<file path="src/rtl/if_stage.sv">
`timescale 1ns/1ps
// if_stage: instruction-fetch stage plus IF/ID pipeline register.
// Owns the fetch PC, drives the instruction-memory request, parks a word
// fetched during an ID stall in a one-entry hold buffer, and applies
// ID-computed redirects (one delay slot) and exception flushes.
//
// Memory handshake: imem_req=1 means imem_addr is a live request and both
// stay stable until the cycle in which imem_valid=1; that cycle completes the
// fetch (same-cycle response allowed). imem_valid is ignored while
// imem_req=0. A flush abandons the live request without waiting.
module if_stage #(
   parameter logic [31:0] RESET_PC = 32'h0000_3000,
   parameter logic [31:0] FLUSH_PC = 32'h0000_4180
) (
   input  logic        clk,
   input  logic        reset_n,
   output logic        imem_req,
   output logic [31:0] imem_addr,
   input  logic [31:0] imem_rdata,
   input  logic        imem_valid,
   input  logic        stall,
   input  logic        redirect,
   input  logic [31:0] redirect_pc,
   input  logic        flush,
   output logic [31:0] instr_D,
   output logic [31:0] pc_D,
   output logic [31:0] pc8_D,
   output logic        valid_D,
   output logic        state_dbg
);

   typedef enum logic {S_FETCH = 1'b0, S_HOLD = 1'b1} state_t;

   state_t      state, state_nx;
   logic [31:0] pc_f, pc_f_nx;
   logic        pend_v, pend_v_nx;
   logic [31:0] pend_pc, pend_pc_nx;
   logic [31:0] buf_instr, buf_instr_nx;
   logic [31:0] buf_pc, buf_pc_nx;
   logic [31:0] instr_d_nx, pc_d_nx;
   logic        valid_d_nx;
   logic        capture, release_hold;

   // a fetch completes only in FETCH; HOLD releases when ID accepts
   assign capture      = (state == S_FETCH) && imem_valid;
   assign release_hold = (state == S_HOLD) && !stall;

   // FSM state register
   always_ff @(posedge clk or negedge reset_n) begin
      if (!reset_n) state <= S_FETCH;
      else          state <= state_nx;
   end

   // FSM next state: park a word under stall, resume when ID frees up
   always_comb begin
      state_nx = state;
      case (state)
         S_FETCH: if (imem_valid && stall) state_nx = S_HOLD;
         S_HOLD:  if (!stall)              state_nx = S_FETCH;
         default: state_nx = S_FETCH;
      endcase
      if (flush) state_nx = S_FETCH;
   end

   // FSM outputs: request only in FETCH and never while reset is held
   always_comb begin
      imem_req  = reset_n && (state == S_FETCH);
      imem_addr = pc_f;
      state_dbg = (state == S_HOLD);
   end

   // next fetch PC and pending-redirect bookkeeping
   always_comb begin
      pc_f_nx    = pc_f;
      pend_v_nx  = pend_v;
      pend_pc_nx = pend_pc;
      if (capture || release_hold) begin
         // the delay slot is done (or already parked): the target goes next
         if (redirect) begin
            pc_f_nx   = redirect_pc;
            pend_v_nx = 1'b0;
         end else if (pend_v) begin
            pc_f_nx   = pend_pc;
            pend_v_nx = 1'b0;
         end else if (capture) begin
            pc_f_nx = pc_f + 32'd4;
         end
      end else if (redirect) begin
         // latest redirect wins until the delay slot has been fetched
         pend_v_nx  = 1'b1;
         pend_pc_nx = redirect_pc;
      end
      if (flush) begin
         pc_f_nx    = FLUSH_PC;
         pend_v_nx  = 1'b0;
         pend_pc_nx = 32'd0;
      end
   end

   // next IF/ID register and hold-buffer contents
   always_comb begin
      instr_d_nx   = instr_D;
      pc_d_nx      = pc_D;
      valid_d_nx   = valid_D;
      buf_instr_nx = buf_instr;
      buf_pc_nx    = buf_pc;
      if (flush) begin
         instr_d_nx   = 32'd0;
         pc_d_nx      = 32'd0;
         valid_d_nx   = 1'b0;
         buf_instr_nx = 32'd0;
         buf_pc_nx    = 32'd0;
      end else if (state == S_FETCH) begin
         if (imem_valid && !stall) begin
            instr_d_nx = imem_rdata;
            pc_d_nx    = pc_f;
            valid_d_nx = 1'b1;
         end else if (imem_valid) begin
            buf_instr_nx = imem_rdata;
            buf_pc_nx    = pc_f;
         end else if (!stall) begin
            instr_d_nx = 32'd0;
            pc_d_nx    = 32'd0;
            valid_d_nx = 1'b0;
         end
      end else if (release_hold) begin
         instr_d_nx = buf_instr;
         pc_d_nx    = buf_pc;
         valid_d_nx = 1'b1;
      end
   end

   // datapath registers
   always_ff @(posedge clk or negedge reset_n) begin
      if (!reset_n) begin
         pc_f      <= RESET_PC;
         pend_v    <= 1'b0;
         pend_pc   <= 32'd0;
         buf_instr <= 32'd0;
         buf_pc    <= 32'd0;
         instr_D   <= 32'd0;
         pc_D      <= 32'd0;
         valid_D   <= 1'b0;
      end else begin
         pc_f      <= pc_f_nx;
         pend_v    <= pend_v_nx;
         pend_pc   <= pend_pc_nx;
         buf_instr <= buf_instr_nx;
         buf_pc    <= buf_pc_nx;
         instr_D   <= instr_d_nx;
         pc_D      <= pc_d_nx;
         valid_D   <= valid_d_nx;
      end
   end

   // link address for jal/bgezal-style instructions in ID
   assign pc8_D = pc_D + 32'd8;

endmodule

</file>
<file path="config.mk">
export PLATFORM = sky130hd
export DESIGN_NAME = if_stage
export DESIGN_NICKNAME = d
export VERILOG_FILES = /design/src/rtl/if_stage.sv
export SDC_FILE = /design/constraint.sdc
export NUM_CORES = 1
export LEC_CHECK = 0
export ABC_AREA = 1
export BUFFER_PORTS_ARGS = -buffer_cell sky130_fd_sc_hd__buf_2
export CAP_MARGIN = 30
export CORE_UTILIZATION = 40
export CTS_CLUSTER_DIAMETER = 150
export DETAILED_ROUTE_END_ITERATION = 7
export SYNTH_ARGS = -nofsm -noshare
export SYNTH_HDL_FRONTEND = slang
export SYNTH_SLANG_ARGS = --single-unit
</file>
<file path="constraint.sdc">
create_clock -name clk -period 1.55 [get_ports clk]
set_clock_uncertainty 0.05 [all_clocks]
set_input_delay 0.155 -clock clk [delete_from_list [all_inputs] [get_ports clk]]
set_output_delay 0.155 -clock clk [all_outputs]
set_load 0.1 [all_outputs]
</file>
After elaboration in Yosys (flattened, before gate mapping):

Cells that the tools add are included.

* register bits: 195
* logic and storage cells: 73
* ROM bits: 0
* bits in latches: 0
* memories kept: 0
* output and inout port bits: 131
* bits in writable memories: 0
* input port bits: 70

* $mul: 0
* mux-type cells: 39
* $lt $le $gt $ge: 0
* reductions and logical operators: 16
* divide/modulo/power cells: 0
* shift-type cells: 0
* eq/ne operators: 6
* add/sub/neg operators: 2
* bitwise logic cells: 1

Operators with widths (number)
* 32-bit 2-to-1 mux: 26
* 32-bit by 3-bit adder with 32-bit output (second input constant): 1
* 32-bit by 4-bit adder with 32-bit output (second input constant): 1
* 1-bit 2-to-1 mux: 12
* 4-bit by 1-bit != test with 1-bit output (second input constant): 2
* 2-bit != test (second input constant): 3
* 3-bit AND reduction: 2
* 2-bit nonzero test: 3
* 1-bit logical AND: 5
* 2-bit AND reduction: 2
* 4-bit nonzero test: 1
* 3-bit by 2-bit != test with 1-bit output (second input constant): 1
* 3-bit nonzero test: 1
* 1-bit case mux with 2 select lines: 1
* 1-bit zero test: 1
* 1-bit logical OR: 1
* 1-bit NOT: 1

Logic depth before layout (Yosys ltp):

* depth after elaboration: 7
* mapped depth: 11

Worst setup path before layout:

No wires, ideal clock.

* path kind: reg2out
* from: register pc_D[5]
* to: output pc8_D[28]
* arrival: 3.459 ns
* path slack: -2.114 ns
* cell stages (with the launch flop): 7
* required time: 1.345 ns
* path through: dfrtp_1 -> nand3_1 -> nor2_2 -> nand2_1 -> nor2_1 -> nand4_1 -> xnor2_1

* cells in the longest elaborated chain, start to end: 1

RTL lines
* start: declaration: line 26 `output logic [31:0] pc_D,`
* start signal: assignment: line 151 `pc_D <= pc_d_nx;`
* 32-bit by 4-bit adder with 32-bit output: line 157 `assign pc8_D = pc_D + 32'd8;`
* end: declaration: line 27 `output logic [31:0] pc8_D,`

Every way passes these cells.

Final worst setup path:

* from: register pc_D[3]
* to: output pc8_D[21]

Same word-level chain as after synthesis.

==> flow_summary.toml <==
[outcome]
outcome = "finished with violations"
violations = "setup timing"

[grt]
grt_pass1_vias = 10300
grt-ovfl-total = 0
track_usage_pct = 27.4
grt_pass1_wl_mm = 55.6
grt_max_degree = 79
antenna_found_initial = 1

[timing]
relSlewSlack_pct = 65.0
final_max_slew_viol_count = 0
period_minus_slack_ns = 2.35
setup_viol_count_final = 145
tns_ns = -32.83
rsz0062_at_grt = "yes"
worst_slew_pin_slew_ns = 0.529
layout_setup_ws_ns = -0.800
final-hold-violation-count = 0
period_share_pct = 152
maxClockFrequency_ghz = 0.425

[setup_path]
path_class = "flip-flop to output pin"
critical_path_buf_inv_count = 2
critPathSlowestCell = "dfrtp_4"
start_kind = "flip-flop"
crit_fanout = 4
cp_top_family = "simple AND/OR/NAND/NOR gates"
path_cells = "ha_4 > nand2_4 > nor3_4 > nand4_1 > buf_4 > xnor2_4 > buf_12"
required_ns = 1.34
worstSetupEndpointType = "output pin"
arrival_ns = 2.15
critPathMaxStageDelay_ns = 0.45

[power_and_ir_drop]
power.switching_uw = 6720
switching_share_pct = 40.6
seqPwrFrac_pct = 35.9
p_leak_uw = 0.00786
total_power_uw = 16600
clock_power_share_pct = 28.5
p_int_uw = 9840
power.density_nw_per_um2 = 918
p_comb_share_pct = 35.6
max-vdd-ir-drop_mv = 0.727

[logic_synthesis]
synth_edf_count = 0
ys_seq_elements = 195
yosysWarnings = 0
synthFlopType = "dfrtp_1"
syn-cell-area_um2 = 9940
synth_top_cell_area_share_pct = 48.6
synth-async-reset-ratio_pct = 100
avgSynthCellArea_um2 = 7.80
synth.largest_area_cell = "dfrtp_1"
ys_seq_area_share_pct = 49.1
ys_types = 37
synth_area_leaders = "dfrtp_1 49%, nand2_1 12%, o22ai_1 5.6%"
synth_nets = 1346
syn_inst = 1274

[placed_design]
hpwl_mm = 22.0
placed_cell_area_um2 = 13600
port_buffers = 200
routabilityCongestion = 0.906
dpl.cell_count = 1857

[cts]
clock-sinks = 195
root_buffer = "clkbuf_16"
ctsLongestPathBuffers = 2
cts_htree_levels = 4
insertion_delay_ns = 0.44
cts_tree = "yes"
cts_buffers = 17
path_clk_slew_ns = 0.09

[layout]
drive_gt1_share_pct = 48.8
nNetsFinal = 1759
finalInstanceArea_um2 = 18000
fillers = 1660
final_cells = 2025
area_growth_pct = 81.6

[routing]
vias_per_cell = 5.50
drcViolationCount = 0
drtIter0Drc = 864
drt_first_pass_iters = 5
antenna_left = 0
post_drt_wl_per_cell_um = 20.0
dr_total_vias = 11100
wl_mm = 40.4

[min_path]
min_path_type = "input port to asynchronous set/reset pin"

[floorplan]
fp.dieArea_um2 = 25500
die_w_um = 160
dieHeight_um = 160
core-area_um2 = 24300
io_pins = 201
initial_utilization_pct = 40.9
rows = 57

[flow_run]
maxCapViolCount = 0
## cells in the mapped netlist, types with 10 or more instances
library cell and number:
inv_1 141, xnor2_1 10, dfrtp_1 193, o22ai_1 89
o21ai_0 105, a31oi_1 36, a21oi_1 60, clkbuf_1 49
nand3_1 63, nor2_1 97, buf_2 16, xor2_1 22
nand2_1 307, o21ai_1 17
## logic make-up (layout without fill, tap and decap cells)
| family | Yosys count | after routing | share of synthesized area [%] |
|---|---|---|---|
| xor gates and xnor gates | 32 | 32 | 2.82 |
| AOI/OAI and AO/OA | 318 | 318 | 17.9 |
| buffers and inverters | 224 | 647 | 8.99 |
| other | 0 | 1 | 0 |
| adders and majority gates | 2 | 2 | 0.252 |
| and+or+nand+nor | 503 | 506 | 20.9 |
| DFF | 195 | 195 | 49.1 |
## power by group through the flow
stage	Combinational [uW]	Clock (uW)	Sequential (uW)
3_5_place_dp	4540	0	6000
6_report	5900	4710	5950
3_3_place_gp	4520	0	5990
5_1_grt	6150	4920	5980
4_1_cts	5040	4750	5910
2_1_floorplan	1550	0	7530
## worst paths after layout
| check | from | to | slack (ns) | cells after the start |
|---|---|---|---|---|
| worst max-delay path | pc_D[3]$_DFFE_PN0P_ | pc8_D[21] | -0.80 | 7 |
| worst min-delay path | reset_n | buf_instr[6]$_DFFE_PN0P_ | 0.05 | 2 |
| worst max register to register | state_dbg$_DFF_PN0_ | buf_pc[7]$_DFFE_PN0P_ | -0.21 | 8 |
| worst min register to register | pend_pc[6]$_DFFE_PN0P_ | pend_pc[6]$_DFFE_PN0P_ | 0.48 | 2 |
| max in group asynchronous | reset_n | pc_D[20]$_DFFE_PN0P_ | 0.70 | 3 |
| min in group clk | stall | valid_D$_DFFE_PN0P_ | 0.23 | 4 |
## cell usage in the layout, fill, tap and decap left out, drive strengths merged, types with 22 or more instances in the layout
cell / synthesis / layout
o21ai: 123 / 123
a31oi: 36 / 36
xor2: 22 / 22
nand3: 64 / 64
buf: 25 / 374
dfrtp: 193 / 193
clkbuf: 51 / 38
dlygate4sd3: 0 / 69
o22ai: 89 / 89
a21oi: 60 / 60
nor2: 102 / 102
inv: 148 / 154
nand2: 311 / 314
## flip-flops by register name (all words and copies together) (netlist names)
signal	count
buf_instr	32
buf_pc	32
imem_addr	32
instr_D	32
pc_D	32
pend_pc	32
pend_v	1
state_dbg	1
valid_D	1
## worst reg2reg max path, cell delays in order (launching register included)
cell       delay [ns]
dfrtp_4          0.52
inv_2            0.09
nand2_4          0.07
buf_6            0.14
buf_6            0.12
o21ai_4          0.21
buf_12           0.19
clkbuf_16        0.19
o22ai_2          0.07
## metal layers
layer  track usage (%)  part of all wire (%)  vias up
met2              44.7                    50      442
met3              3.77                   5.7       91
met1              38.4                    41     5533
li1                  -                     -     5077
met4              7.39                   3.0        0
met5                 0                     0        -
## final cells by class
| class | instances | area, um2 | area share, % |
|---|---|---|---|
| Clock inverter | 15 | 204 | 1.13 |
| Clock buffer | 17 | 425 | 2.36 |
| Sequential cell | 195 | 5050 | 28.0 |
| Timing Repair inverter | 2 | 27.5 | 0.153 |
| Tap cell | 324 | 405 | 2.25 |
| Inverter | 148 | 586 | 3.24 |
| Antenna cell | 1 | 2.50 | 0.0139 |
| Timing Repair Buffer | 465 | 4900 | 27.1 |
| Multi-Input combinational cell | 858 | 6450 | 35.7 |
## stage by stage
step	utilization, %	worst slack (ns)	hold slack, ns
finish	74.2	-0.800	0.0548
global route	74.2	-0.930	0.0530
CTS	65.7	-0.803	0.0523
detailed placement	56.1	-0.381	-0.0369
global placement	56.1	-0.360	-0.0355
floorplan	-	-0.931	-0.191
## what timing repair did
item | 4_1_cts | 5_1_grt
hold endpoints to repair | 293 | 0
hold buffers | 69 | 0
pin swaps | 47 | 58
gates cloned | 8 | 28
gates resized for setup | 206 | 315
setup endpoints to repair | 122 | 228
buffers inserted | 21 | 16
Note: power is estimated with default switching activity, not from simulation.
